## src/rtl/time_of_day_counter.sv

```systemverilog
// 24-hour hh:mm:ss BCD timekeeping core.
// Advances once per rising edge of an asynchronous 1 Hz square wave and
// supports a set mode where minutes and hours are stepped by user pulses.
module time_of_day_counter #(
  parameter int SYNC_STAGES = 2
) (
  input  logic       clk_in,
  input  logic       rst_n,
  input  logic       sec_clk,
  input  logic       set_en,
  input  logic       inc_min,
  input  logic       inc_hr,
  output logic [3:0] sec_ones,
  output logic [2:0] sec_tens,
  output logic [3:0] min_ones,
  output logic [2:0] min_tens,
  output logic [3:0] hr_ones,
  output logic [1:0] hr_tens,
  output logic       tick_1hz,
  output logic       midnight
);

  // Two-digit mod-60 BCD increment; returns {carry, tens, ones}.
  // An out-of-range field wraps straight to 00 and reports a carry.
  function automatic logic [7:0] inc_mod60(input logic [2:0] tens,
                                           input logic [3:0] ones);
    logic [7:0] r;
    if (tens > 3'd5 || ones > 4'd9) begin
      r = {1'b1, 3'd0, 4'd0};
    end else if (ones == 4'd9) begin
      if (tens == 3'd5) r = {1'b1, 3'd0, 4'd0};
      else              r = {1'b0, tens + 3'd1, 4'd0};
    end else begin
      r = {1'b0, tens, ones + 4'd1};
    end
    return r;
  endfunction

  // Hours increment 00..23; returns {wrap, tens, ones}.
  // Any illegal hour (e.g. 24, or ones > 9) wraps to 00.
  function automatic logic [6:0] inc_hours(input logic [1:0] tens,
                                           input logic [3:0] ones);
    logic [6:0] r;
    if (tens > 2'd2 || ones > 4'd9 || (tens == 2'd2 && ones >= 4'd3)) begin
      r = {1'b1, 2'd0, 4'd0};
    end else if (ones == 4'd9) begin
      r = {1'b0, tens + 2'd1, 4'd0};
    end else begin
      r = {1'b0, tens, ones + 4'd1};
    end
    return r;
  endfunction

  localparam int FW = 3;  // fill counter width, enough for SYNC_STAGES up to 4

  logic [SYNC_STAGES-1:0] sync_q, sync_d;
  logic                   hist_q, hist_d;
  logic [FW-1:0]          fill_q, fill_d;
  logic                   tick_q, tick_d;
  logic                   mid_q, mid_d;
  logic [3:0]             so_q, so_d;
  logic [2:0]             st_q, st_d;
  logic [3:0]             mo_q, mo_d;
  logic [2:0]             mt_q, mt_d;
  logic [3:0]             ho_q, ho_d;
  logic [1:0]             ht_q, ht_d;

  logic       armed;
  logic       synced;
  logic       tick_w;
  logic [7:0] sec_nx;
  logic [7:0] min_nx;
  logic [6:0] hr_nx;

  assign synced = sync_q[SYNC_STAGES-1];
  // The sync chain clears to 0 on reset, so its output briefly reads low
  // even when sec_clk is already high. History is held at 1 until the chain
  // has refilled with real samples; otherwise a wave that was high across
  // reset release would look like a fresh rising edge.
  assign armed  = (fill_q == FW'(SYNC_STAGES));
  assign tick_w = synced & ~hist_q;

  assign sec_nx = inc_mod60(st_q, so_q);
  assign min_nx = inc_mod60(mt_q, mo_q);
  assign hr_nx  = inc_hours(ht_q, ho_q);

  // Edge-detect next state: shift in sec_clk, track history once armed.
  always_comb begin
    sync_d = {sync_q[SYNC_STAGES-2:0], sec_clk};
    fill_d = armed ? fill_q : fill_q + FW'(1);
    hist_d = armed ? synced : 1'b1;
    tick_d = tick_w;
  end

  // Time next state: set-mode stepping or normal carry-chain counting.
  always_comb begin
    so_d  = so_q;
    st_d  = st_q;
    mo_d  = mo_q;
    mt_d  = mt_q;
    ho_d  = ho_q;
    ht_d  = ht_q;
    mid_d = 1'b0;
    if (set_en) begin
      // Seconds pinned to 00; minutes and hours step independently, no carry.
      so_d = 4'd0;
      st_d = 3'd0;
      if (inc_min) {mt_d, mo_d} = min_nx[6:0];
      if (inc_hr)  {ht_d, ho_d} = hr_nx[5:0];
    end else if (tick_w) begin
      {st_d, so_d} = sec_nx[6:0];
      if (sec_nx[7]) begin
        {mt_d, mo_d} = min_nx[6:0];
        if (min_nx[7]) begin
          {ht_d, ho_d} = hr_nx[5:0];
          mid_d        = hr_nx[6];
        end
      end
    end
  end

  // State register with synchronous active-low reset.
  always_ff @(posedge clk_in) begin
    if (!rst_n) begin
      sync_q <= '0;
      hist_q <= 1'b1;
      fill_q <= '0;
      tick_q <= 1'b0;
      mid_q  <= 1'b0;
      so_q   <= '0;
      st_q   <= '0;
      mo_q   <= '0;
      mt_q   <= '0;
      ho_q   <= '0;
      ht_q   <= '0;
    end else begin
      sync_q <= sync_d;
      hist_q <= hist_d;
      fill_q <= fill_d;
      tick_q <= tick_d;
      mid_q  <= mid_d;
      so_q   <= so_d;
      st_q   <= st_d;
      mo_q   <= mo_d;
      mt_q   <= mt_d;
      ho_q   <= ho_d;
      ht_q   <= ht_d;
    end
  end

  assign sec_ones = so_q;
  assign sec_tens = st_q;
  assign min_ones = mo_q;
  assign min_tens = mt_q;
  assign hr_ones  = ho_q;
  assign hr_tens  = ht_q;
  assign tick_1hz = tick_q;
  assign midnight = mid_q;

endmodule

```

## config.mk

```make
export PLATFORM = sky130hd
export DESIGN_NAME = time_of_day_counter
export DESIGN_NICKNAME = d
export VERILOG_FILES = /design/src/rtl/time_of_day_counter.sv
export SDC_FILE = /design/constraint.sdc
export NUM_CORES = 1
export LEC_CHECK = 0
export BUFFER_PORTS_ARGS = -buffer_cell sky130_fd_sc_hd__buf_2
export CORE_MARGIN = 2
export CORE_UTILIZATION = 54
export CTS_CLUSTER_SIZE = 30
export DETAILED_ROUTE_END_ITERATION = 12
export PLACE_DENSITY_LB_ADDON = 0.12
export SETUP_SLACK_MARGIN = 0.1
export SLEW_MARGIN = 5
export SYNTH_ARGS = -nofsm -noshare
export SYNTH_HDL_FRONTEND = slang
export SYNTH_SLANG_ARGS = --single-unit
```

## constraint.sdc

```tcl
create_clock -name clk_in -period 1.9 [get_ports clk_in]
set_input_delay 0.095 -clock clk_in [delete_from_list [all_inputs] [get_ports clk_in]]
set_output_delay 0.095 -clock clk_in [all_outputs]
set_load 0.03 [all_outputs]
```

[Word-level counts from Yosys, hierarchy flattened]
Cells that the tools add are included.
Word-level totals
  memories: 0
  latch bits: 0
  flip-flop bits (word level): 28
  input bits: 6
  memory bits (read-only): 0
  RAM bits: 0
Cells by class
  div/mod/pow operators: 0
  eq/ne operators: 9
  $add $sub $neg: 7
  $lt $le $gt $ge: 7
  shift-type cells: 0
  reductions and logical operators: 15
  multipliers: 0
  mux-type cells: 26
  bitwise operators: 6
Operator list (count)
  $mux W8: 6
  $mux W4: 9
  $add A4 B1 Y4 const B: 3
  $eq A4 B4 Y1 const B: 3
  $gt A4 B4 Y1 const B: 3
  $mux W3: 4
  $mux W2: 5
  $add A3 B1 Y3 const B: 3
  $reduce_bool A2 Y1: 4
  $mux W7: 1
  $eq A3 B3 Y1 const B: 2
  $gt A3 B3 Y1 const B: 2
  $mux W6: 1
  $not A1 Y1: 5
  $reduce_or A5 Y1: 1
  $ge A4 B2 Y1 const B: 1
  $logic_or A1 B1 Y1: 4
  $ne A2 B1 Y1 const B: 2
  $reduce_and A2 Y1: 2
  $reduce_and A4 Y1: 1
  $eq A3 B2 Y1 const B: 1
  $reduce_and A3 Y1: 1
  $add A2 B1 Y2 const B: 1
  $eq A2 B2 Y1 const B: 1
  4 further kinds: 4

[Depth between registers and ports, before layout]
  depth in word-level cells: 8
  mapped depth: 7
  mapped depth without buffers: 7

[Worst setup path before layout]
No wires, ideal clock.
  path type: flip-flop to flip-flop
  from: reg so_q[3], in the netlist sec_ones[3]
  to: reg ho_q[0], in the netlist hr_ones[0]
  arrival time: 1892 ps
  data required time: 1830 ps
  clock period less this slack: 1962 ps
  cell stages (with the launch flop): 6
  setup time: 70 ps
  path slack: -62 ps
  path through: dfxtp_1 o21ai_0 o211a_1 o41a_1 or3_1 a21boi_1
On the way
  cells in the longest elaborated chain, start to end: 5
  elaborated cells on any way between the ends: 7
  classes of those cells: order compare (1); eq/ne (1); mux (2); reduce/logical (3)
Ends and longest elaborated chain
  start, declared: RTL line 61  | logic [3:0] so_q, so_d;
  start signal, assigned: RTL line 130  | so_q <= '0;
  start signal, assigned: RTL line 142  | so_q <= so_d;
  $gt A4 B4 Y1 or $eq A4 B4 Y1 (tied branches): RTL line 28, 30
  $logic_or A1 B1 Y1 or $mux W8 (tied branches): RTL line 28, 30
  $mux W8 *: RTL line 28  | if (tens > 3'd5 || ones > 4'd9) begin
  $reduce_bool A2 Y1 (no source line) *
  $reduce_and A4 Y1 (no source line) *
  end signal, assigned: RTL line 146  | ho_q <= ho_d;
  end, declared: RTL line 65  | logic [3:0] ho_q, ho_d;
Mark *: on every way between the ends. The rest lies on a longest branch, timed or not. The select of a mux whose other input is x is not followed.
A chain may end at the register's enable or synchronous reset.

[Worst setup path in the final report]
  from: reg so_q[2], in the netlist sec_ones[2]
  to: reg ho_q[0], in the netlist hr_ones[0]
Same word-level chain as after synthesis.

==> reports/results.ini <==
[logic_synthesis]
synth_edf_count = 0
synth_top_cell_area_share = 0.391
yosysTopAreaCell = dfxtp_1
syn-cell-area_sq_um = 1430
synth_fp_nets = 174
async_flop_share = 0
yosysWarningCount = 0
synth.top_cells.by_area = dfxtp_1 (39%), nand2_1 (6.3%), ha_1 (3.5%), o21ai_0 (3.5%), a21boi_0 (3.1%)
synth_cell_type_count = 45
ys_seq_elements = 28
seq_area_frac_synth = 0.391
synth_top_flop_cell = dfxtp_1
syn_avg_cell_area_sq_um = 8.74
syn_inst = 164

[placement]
place_area_sq_um = 1630
dp_hpwl_um = 2160
place_ws_ns = 0.0526
place_congestion = 0.840
dp_cells = 221
portBuffers = 27

[critical_path]
crit_chain = nand4bb_4 > o211a_1 > o41a_1 > or3_1 > a21boi_1
crit_type = reg -> reg
end_kind = register
reg2reg_from = sec_ones[2]
cp-startpoint = sec_ones[2]
cpMaxStageDelayCell = o41a_1
critical-path-max-stage-delay_ns = 0.39
crit_path_max_fanout = 6
cp.arrival_ns = 2.11
critPathBufInv = 0
critPathLaunchType = register
critPathTopFamily = compound AO/OA/AOI/OAI gates
critPathRequiredTime_ns = 2.17

[timing]
clock.fmax_mhz = 543
report.final.slew_viol_count = 0
clock_skew_ns = 0.00503
finalCritPeriodShare = 0.969
rsz0062_at_grt = true
tns_ns = 0
relSlewSlack = 0.644
setup_viol = 0
final.min_clock_period_ns = 1.84
hold_violations = 0
layout_setup_ws_ns = 0.0591
tightestPinTransition_ns = 0.527

[final_layout]
final_cell_mix = buf_2 (27), nand2_1 (24), dfxtp_1 (18), buf_4 (10), o21ai_0 (9)
antennaDiodeCount = 0
stdcell_area_sq_um = 1750
fill_cells = 214
utilization = 0.701
multiInputGateArea_sq_um = 872
nNetsFinal = 214
drive_gt1_frac = 0.282
final_common_cell = buf_2
area_growth_pct = 22.3
final_cells = 232
register_area_sq_um = 581

[cts]
cts_buffers = 3
root_buffer = clkbuf_4
cts_tree = built
cts_sinks = 28
htree_levels = 1
clockBufferDepth = 2
clk_pin_slew_worst_paths_ns = 0.14
clkLatencyLatePin_ns = 0.32

[floorplanning]
rows = 18
die_x_um = 55.5
core-area_sq_um = 2500
initial_core_util = 0.573
ios = 28
die_h_um = 55.5
dieArea_sq_um = 3080

[route]
via_per_inst = 5.76
post_drt_wl_per_cell_um = 13.0
route.detailed.drc = 0
drt_wl_total_um = 3010
drt_iter0_drc = 25
drt_pass1_iterations = 4
drtAntennaViolNets = 0
vias = 1337

[global_routing]
grt_max_degree = 23
antenna_found_initial = 0
grt_pass1_wl_um = 5060
grt_pass1_vias = 1164
track_usage = 0.201
globalRouteOverflowTotal = 0

[power_and_ir_drop]
ir_worst_vdd_mv = 0.464
power.density_nw_per_um2 = 587
p_leak_nw = 0.702

[worst_hold_path]
hold_start = rst_n
hold_class = in -> reg

[run]
cap_violations = 0

[outcome]
status = finished, final reports clean

-- cell usage after synthesis (all sizes together) (2+ instances only) --
| master | number |
|---|---|
| or3 | 2 |
| o31ai | 2 |
| nand2 | 24 |
| o211ai | 4 |
| nand2b | 3 |
| nor4 | 4 |
| a21oi | 8 |
| o21ai | 10 |
| nand3 | 2 |
| inv | 5 |
| nand3b | 4 |
| a21boi | 7 |
| o22ai | 2 |
| o211a | 3 |
| nor2b | 6 |
| nor3b | 2 |
| nand4bb | 2 |
| and2 | 6 |
| nor2 | 7 |
| o21a | 4 |
| dfxtp | 28 |
| a31oi | 4 |
| ha | 4 |
| clkbuf | 3 |
-- per-layer routing --
layer  vias up  wire, um  track usage
met2        27      1550        0.350
met3         4       117       0.0281
met1       623      1300        0.250
met4         0        34       0.0732
met5         -         0            0
li1        683         -            -
-- worst register-to-register path: cells and delay by family (launching register included) --
kind,cells,cell delay (ns)
AOI/OAI and AO/OA,3,0.81
and+or+nand+nor,2,0.60
DFF,1,0.38
-- cell type report --
type,count,share of cell area
Clock buffer,3,0.0129
Timing Repair Buffer,38,0.126
Sequential cell,28,0.331
Tap cell,30,0.0214
Multi-Input combinational cell,128,0.498
Inverter,5,0.0107
-- registers in the layout (all words and copies together), names as in the netlist --
| register | cells |
|---|---|
| hr_ones | 4 |
| min_ones | 4 |
| sec_ones | 4 |
| fill_q | 3 |
| min_tens | 3 |
| sec_tens | 3 |
| hr_tens | 2 |
| sync_q | 2 |
| hist_q | 1 |
| midnight | 1 |
| tick_1hz | 1 |
-- power by group --
group / internal [mW] / switching [mW]
logic: 0.0727 / 0.0753
clock network: 0.0743 / 0.163
registers: 0.615 / 0.0275
total: 0.762 / 0.265
-- timing repair --
| action | in CTS | in global routing |
|---|---|---|
| endpoints found under the setup margin | 5 | 7 |
| hold endpoints to repair | 1 | 0 |
| cloned | 0 | 0 |
| hold buffers | 1 | 0 |
| setup buffers | 3 | 4 |
| gates resized for setup | 4 | 5 |
| pin swaps | 3 | 3 |
-- per-stage QoR --
stage | hold slack (ns) | total power, mW
after floorplan | 0.222 | 0.764
after global placement | 0.301 | 0.794
after detailed placement | 0.311 | 0.803
after CTS | 0.119 | 1.05
after global routing | 0.156 | 1.09
final | 0.151 | 1.03
-- worst paths after layout --
kind                            slack [ns]    endpoint  cells after the start
worst max register to register        0.06  hr_ones[0]                      5
worst min register to register        0.45   sync_q[1]                      1
worst max-delay path                  0.06  hr_ones[0]                      5
worst min-delay path                  0.15      hist_q                      2
-- cells by family (layout without fill, tap and decap cells) --
group,after synthesis,after routing,share of synthesized area
AO/OA/AOI/OAI,53,53,0.264
XOR/XNOR,2,2,0.0122
adder cells (fa/ha/maj),4,4,0.0349
buffers and inverters,8,46,0.0210
flip-flops,28,28,0.391
multiplexers,1,1,0.00699
AND/OR/NAND/NOR,68,68,0.270
Note: power is estimated with default switching activity, not from simulation.
